--- config.mk ---
export PLATFORM = sky130hd
export DESIGN_NAME = pipeline_hazard_ctrl
export DESIGN_NICKNAME = d
export VERILOG_FILES = /design/src/rtl/pipeline_hazard_ctrl.sv
export SDC_FILE = /design/constraint.sdc
export NUM_CORES = 1
export LEC_CHECK = 0
export CAP_MARGIN = 30
export CORE_MARGIN = 5
export CORE_UTILIZATION = 50
export DETAILED_ROUTE_END_ITERATION = 12
export DONT_BUFFER_PORTS = 1
export GPL_TIMING_DRIVEN = 0
export PLACE_DENSITY = 0.74
export RECOVER_POWER = 50
export SLEW_MARGIN = 5
export SYNTH_ARGS = -nofsm -noshare
export SYNTH_HDL_FRONTEND = slang
export SYNTH_SLANG_ARGS = --single-unit
--- constraint.sdc ---
create_clock -name CLK -period 2.35 [get_ports CLK]
set_input_delay 0.47 -clock CLK [delete_from_list [all_inputs] [get_ports CLK]]
set_output_delay 0.47 -clock CLK [all_outputs]
set_load 0.02 [all_outputs]
--- src/rtl/pipeline_hazard_ctrl.sv ---
// Stall/flush controller for the 5-stage pipeline with a memory-wait watchdog.
// Optional perf counters are enabled by defining HAZARD_PERF_CNT_EN.
module pipeline_hazard_ctrl #(
    parameter int MAX_WAIT = 16,
    parameter int CNT_W    = 5
) (
    input  logic        CLK,
    input  logic        RESET,
    input  logic [4:0]  ID_rs1,
    input  logic [4:0]  ID_rs2,
    input  logic        ID_uses_rs1,
    input  logic        ID_uses_rs2,
    input  logic [4:0]  EX_rd,
    input  logic        EX_mem_read,
    input  logic        EX_branch_taken,
    input  logic        imem_busy,
    input  logic        dmem_busy,
    output logic        PC_write_en,
    output logic        IF_ID_write_en,
    output logic        IF_ID_flush,
    output logic        ID_EX_write_en,
    output logic        ID_EX_flush,
    output logic        EX_MEM_write_en,
    output logic        MEM_WB_flush,
    output logic [1:0]  stall_state,
    output logic        timeout,
    output logic [31:0] stall_cycles,
    output logic [31:0] flush_events
);

    typedef enum logic [1:0] {
        RUN   = 2'd0,
        DWAIT = 2'd1,
        IWAIT = 2'd2
    } state_t;

    state_t           state;
    state_t           state_nxt;
    logic [CNT_W-1:0] wait_cnt;
    logic [CNT_W-1:0] cnt_nxt;
    logic             rs1_hit;
    logic             rs2_hit;
    logic             load_use;
    logic             br_fire;

    assign rs1_hit  = ID_uses_rs1 && (ID_rs1 == EX_rd);
    assign rs2_hit  = ID_uses_rs2 && (ID_rs2 == EX_rd);
    assign load_use = EX_mem_read && (EX_rd != 5'd0) && (rs1_hit || rs2_hit);
    assign br_fire  = !dmem_busy && EX_branch_taken;

    // One event per cycle; lower-priority events retry next cycle.
    always_comb begin
        PC_write_en     = 1'b1;
        IF_ID_write_en  = 1'b1;
        IF_ID_flush     = 1'b0;
        ID_EX_write_en  = 1'b1;
        ID_EX_flush     = 1'b0;
        EX_MEM_write_en = 1'b1;
        MEM_WB_flush    = 1'b0;
        if (RESET) begin
            PC_write_en     = 1'b0;
            IF_ID_write_en  = 1'b0;
            IF_ID_flush     = 1'b1;
            ID_EX_write_en  = 1'b0;
            ID_EX_flush     = 1'b1;
            EX_MEM_write_en = 1'b0;
            MEM_WB_flush    = 1'b1;
        end else if (dmem_busy) begin
            PC_write_en     = 1'b0;
            IF_ID_write_en  = 1'b0;
            ID_EX_write_en  = 1'b0;
            EX_MEM_write_en = 1'b0;
            MEM_WB_flush    = 1'b1;
        end else if (EX_branch_taken) begin
            IF_ID_flush = 1'b1;
            ID_EX_flush = 1'b1;
        end else if (load_use) begin
            PC_write_en    = 1'b0;
            IF_ID_write_en = 1'b0;
            ID_EX_flush    = 1'b1;
        end else if (imem_busy) begin
            PC_write_en = 1'b0;
            IF_ID_flush = 1'b1;
        end
    end

    // Next state depends only on the busy lines; unused code 3 falls to RUN.
    always_comb begin
        state_nxt = RUN;
        if (dmem_busy)
            state_nxt = DWAIT;
        else if (imem_busy)
            state_nxt = IWAIT;
    end

    always_comb begin
        cnt_nxt = '0;
        if (state_nxt == state && state != RUN) begin
            if (wait_cnt == CNT_W'(MAX_WAIT))
                cnt_nxt = wait_cnt;
            else
                cnt_nxt = wait_cnt + 1'b1;
        end
    end

    always_ff @(posedge CLK or posedge RESET) begin
        if (RESET) begin
            state    <= RUN;
            wait_cnt <= '0;
            timeout  <= 1'b0;
        end else begin
            state    <= state_nxt;
            wait_cnt <= cnt_nxt;
            if (cnt_nxt == CNT_W'(MAX_WAIT))
                timeout <= 1'b1;
        end
    end

    assign stall_state = state;

`ifdef HAZARD_PERF_CNT_EN
    logic [31:0] stall_q;
    logic [31:0] flush_q;

    always_ff @(posedge CLK or posedge RESET) begin
        if (RESET) begin
            stall_q <= '0;
            flush_q <= '0;
        end else begin
            if (!PC_write_en)
                stall_q <= stall_q + 32'd1;
            if (br_fire)
                flush_q <= flush_q + 32'd1;
        end
    end

    assign stall_cycles = stall_q;
    assign flush_events = flush_q;
`else
    logic unused_br;
    assign unused_br    = br_fire;
    assign stall_cycles = '0;
    assign flush_events = '0;
`endif

endmodule

Yosys cells after proc, flatten, opt, wreduce, memory -nomap -nowiden
Index checks and enable logic that the tools add are counted.
{"block": "classes", "muxes": 26, "n_addsub": 1, "mul": 0, "n_lt_le_gt_ge": 0, "shift": 0, "n_eq_ne": 5, "n_bitwise": 0, "n_div": 0, "n_reduce_logical": 8}
{"op": "$mux 1", "count": 22}
{"op": "$eq 5x5->1", "count": 2}
{"op": "$eq 5x5->1 const B", "count": 2}
{"op": "$mux 5", "count": 2}
{"op": "$add 5x1->5 const B", "count": 1}
{"op": "$logic_and 1x1->1", "count": 5}
{"op": "$reduce_bool 5->1", "count": 1}
{"op": "$mux 2", "count": 2}
{"op": "$eq 2x2->1", "count": 1}
{"op": "$reduce_bool 2->1", "count": 1}
{"op": "$logic_or 1x1->1", "count": 1}
{"block": "word_totals", "mem_bits_rw": 0, "rom_bits": 0, "word_cells": 43, "reg_bits": 8, "in_bits": 23, "memories": 0, "latch_bits": 0, "out_inout_bits": 74}

Longest topological paths before layout
{"block": "logic_depth", "ltp_word": 8, "depth_mapped": 6, "mapped_depth_nobuf": 6}

Worst setup path before layout
No wires, ideal clock.
{"block": "synth_path", "path_kind": "input to output", "startpoint": "input EX_rd[0]", "endpoint": "output IF_ID_flush", "stages": 4, "arrival_time_ns": 1.820, "path_buffers": 0, "required_time_ns": 1.880, "setup_slack_ns": 0.060, "path_cell_list": "or4_1 -> o21ai_2 -> nor3_1 -> a221oi_1"}
{"block": "synth_via", "elab_chain_cells": 8, "elab_cells_between_ends": 12, "classes_between": "eq/ne: 2; mux: 4; reduce/logical: 6"}
{"element": "from (decl)", "line": "13", "rtl": "input logic [4:0] EX_rd,"}
{"element": "$eq 5x5->1, on equally long branches", "line": "46, 47"}
{"element": "$logic_and 1x1->1, on equally long branches", "line": "46, 47"}
{"element": "$logic_or 1x1->1", "line": "48", "rtl": "assign load_use = EX_mem_read && (EX_rd != 5'd0) && (rs1_hit || rs2_hit);"}
{"element": "$logic_and 1x1->1 *", "line": "48"}
{"element": "$mux 1 *", "line": "77", "rtl": "end else if (load_use) begin"}
{"element": "$mux 1 *", "line": "74", "rtl": "end else if (EX_branch_taken) begin"}
{"element": "$mux 1 *", "line": "68", "rtl": "end else if (dmem_busy) begin"}
{"element": "$mux 1 *", "line": "60", "rtl": "if (RESET) begin"}
{"element": "to (decl)", "line": "20", "rtl": "output logic IF_ID_flush,"}
Mark *: on every way between the ends. The rest lies on a longest branch, timed or not.

Worst setup path in the final report
Ends and elaborated chain as after synthesis.

==> impl_metrics.toml <==
[placed_design]
portBuffers = 0
gp_congestion = 0.703
placedCellCount = 219
place_area_um2 = 1320
post-dp-hpwl_um = 2110

[sta]
fin_crit_sh_pct = 93.2
grt_setup_unrepaired = "false"
timing.hold.ws_ns = 0.0162
hold_violations = 0
drv_slew = 0
final-setup-viol-count = 0
period_needed_ns = 2.19
clock_skew_ns = 0.00161
fmax_mhz = 457

[setup_path]
start_kind = "input pin"
slowest_delay_ns = 0.54
crit_fanout = 3
critPathArrivalTime_ns = 1.72
crit_chain = "or4_1, o21ai_2, nor3_1, a221oi_2"
crit_type = "in -> out"
cp.required_ns = 1.88
crit_path_end_kind = "primary output"
cp_slowest_cell = "or4_1"

[route]
vias_per_cell = 3.64
wl_per_cell_um = 9.98
drt-pass1-iter-count = 4
ant_nets = 0
drc = 0
drt_iter0_markers = 14
via_count = 808
wl_um = 2220

[power_and_ir_drop]
pwr_density_cell_nw_per_um2 = 356
netSwitchingPower_mw = 0.187
leakagePower_nw = 0.808
p_seq_share_pct = 30.5
clkPwrFrac_pct = 20.7
p_comb_share_pct = 48.8
peakVddDrop_uv = 201
p_sw_share_pct = 38.7
p_total_mw = 0.482
intPower_mw = 0.295

[synthesis]
postSynthCellCount = 129
syn_area_um2 = 1050
synth.area.mux_share_pct = 0
synth-adder-area-share_pct = 2.39
synthSimpleGateAreaFrac_pct = 11.0
yosysWarnings = 0
yosys.cell_types.count = 24
syn_avg_cell_area_um2 = 8.11
synth.largest_area_cell = "buf_4"
ys_seq_elements = 8
synth_top_area_share_pct = 46.7
synth_xor_area_share_pct = 10.9
synthTopCellsByArea = "buf_4, dfrtp_1, xnor2_1, nor3_1, inv_1"
ys_seq_area_share_pct = 19.1
synth_compound_area_share_pct = 6.70
synth_top_family_by_area = "buffers and inverters"

[floorplan]
start_util_pct = 52.8
die_y_um = 55.7
core_um2 = 1980
fp-row-count = 16
dieArea_um2 = 3110
die_w_um = 55.7
ioPinCount = 97

[job]
drv_cap = 0

[cts]
cts_made_buffers = 3
clock_path_buffers = 2
htreeDepth = 1
root_buffer = "clkbuf_4"
cts_tree = "done"
cts_setup_buffers = 0
path_clk_slew_ns = 0.05
cts.sinks = 8
clk_latency_ns = 0.25

[layout]
utilization_pct = 68.2
n_antenna_cell = 0
fin_area_um2 = 1350
fill_cells = 179
drive_gt1_share_pct = 37.4
final_cell_count_no_fill = 222
synthToLayoutAreaGrowth_pct = 29.3
fin_nets = 222

[worst_hold_path]
hold_class = "in -> async"

[global_route]
antenna_found_initial = 0
grt.total_usage_pct = 14.2
grt_max_degree = 11
grt_pass1_vias = 819
grt_pass1_wl_um = 3570
grt-ovfl-total = 0

[outcome]
status = "complete, no violations"
worst max-delay path, delay by kind of cell:
kind	cells	cell delay, ns
AOI/OAI and AO/OA	2	0.63
and+or+nand+nor	2	0.62
synthesized netlist by cell type:
library cell,instances
nor3_1,6
a221oi_1,1
or4_1,1
a21oi_1,2
xor2_1,2
nor2b_1,1
buf_4,65
dfrtp_1,8
a31oi_1,2
o22ai_1,1
ha_1,2
and2_1,1
nand3_1,2
o41ai_1,1
nor2_1,5
o21ai_2,1
o21ai_0,1
nand2_1,3
a221o_1,1
nand4_1,2
and4bb_2,1
conb_1,1
xnor2_1,11
inv_1,8
sequential cells by signal (all words and copies together), names as in the netlist:
| signal | count |
|---|---|
| wait_cnt | 5 |
| timeout | 1 |
| stall_state | 2 |
through the flow:
stage	setup TNS, ns	setup WS [ns]
after floorplan	0	0.0596
after global placement	-0.0213	-0.0213
after detailed placement	-0.0891	-0.0891
after CTS	0	0.000507
after global routing	0	0.0683
final	0	0.161
timing repair:
action,in CTS,in global routing
endpoints found under the hold margin,0,0
hold buffers,0,0
cloned,0,0
endpoints found under the setup margin,1,1
resized for setup,1,2
logic make-up after synthesis:
family / count (synthesis)
adders and majority gates: 2
and+or+nand+nor: 22
xor gates and xnor gates: 13
AOI/OAI and AO/OA: 10
DFF: 8
buffers and inverters: 73
other: 1
layout make-up:
cell class              count  area, um2  share of cell area (%)
multi-input cells         111        574                    42.5
plain buffers              65        488                    36.1
flip-flops and latches      8        200                    14.8
inverters                   8       33.8                    2.50
well taps                  27       33.8                    2.50
clock buffers               3       22.5                    1.67
cell usage in the layout, fill, tap and decap left out, types with 2 or more instances in the layout:
cell	netlist	routed
a31oi_1	2	2
buf_4	65	65
clkbuf_4	0	3
conb_1	1	64
dfrtp_1	8	8
ha_1	2	2
inv_1	8	7
nand2_1	3	3
nand3_1	2	2
nand4_1	2	2
nor2_1	5	5
nor3_1	6	6
xnor2_1	11	11
xor2_1	2	2
power by group through the flow:
stage                     Clock [mW]  Combinational, mW  Sequential [mW]
after detailed placement           0              0.226            0.149
after CTS                      0.105              0.227            0.147
after global placement             0              0.225            0.149
after floorplan                    0              0.219            0.148
final                         0.0995              0.235            0.147
after global routing           0.111              0.254            0.147
per-layer routing:
metal  part of all wire [%]  global-route usage (%)  vias to the layer above  wire length, um
met5                      0                       0                        -                0
met1                     28                    12.3                      335              618
li1                       -                       -                      421                -
met2                     57                    27.4                       50             1260
met4                   0.45                    4.17                        0               10
met3                     15                    7.89                        2              330
worst paths after layout:
path / slack [ns] / depth (start not counted) / start / end
min: 0.02 / 1 / RESET / stall_state[1]
max: 0.16 / 4 / EX_rd[0] / IF_ID_flush
max reg2reg: 0.86 / 6 / wait_cnt[0] / timeout
min reg2reg: 0.55 / 2 / wait_cnt[4] / wait_cnt[4]
max in group asynchronous: 2.17 / 1 / RESET / wait_cnt[1]
min in group CLK: 0.25 / 0 / dmem_busy / stall_state[0]
(Power assumes the default switching activity.)
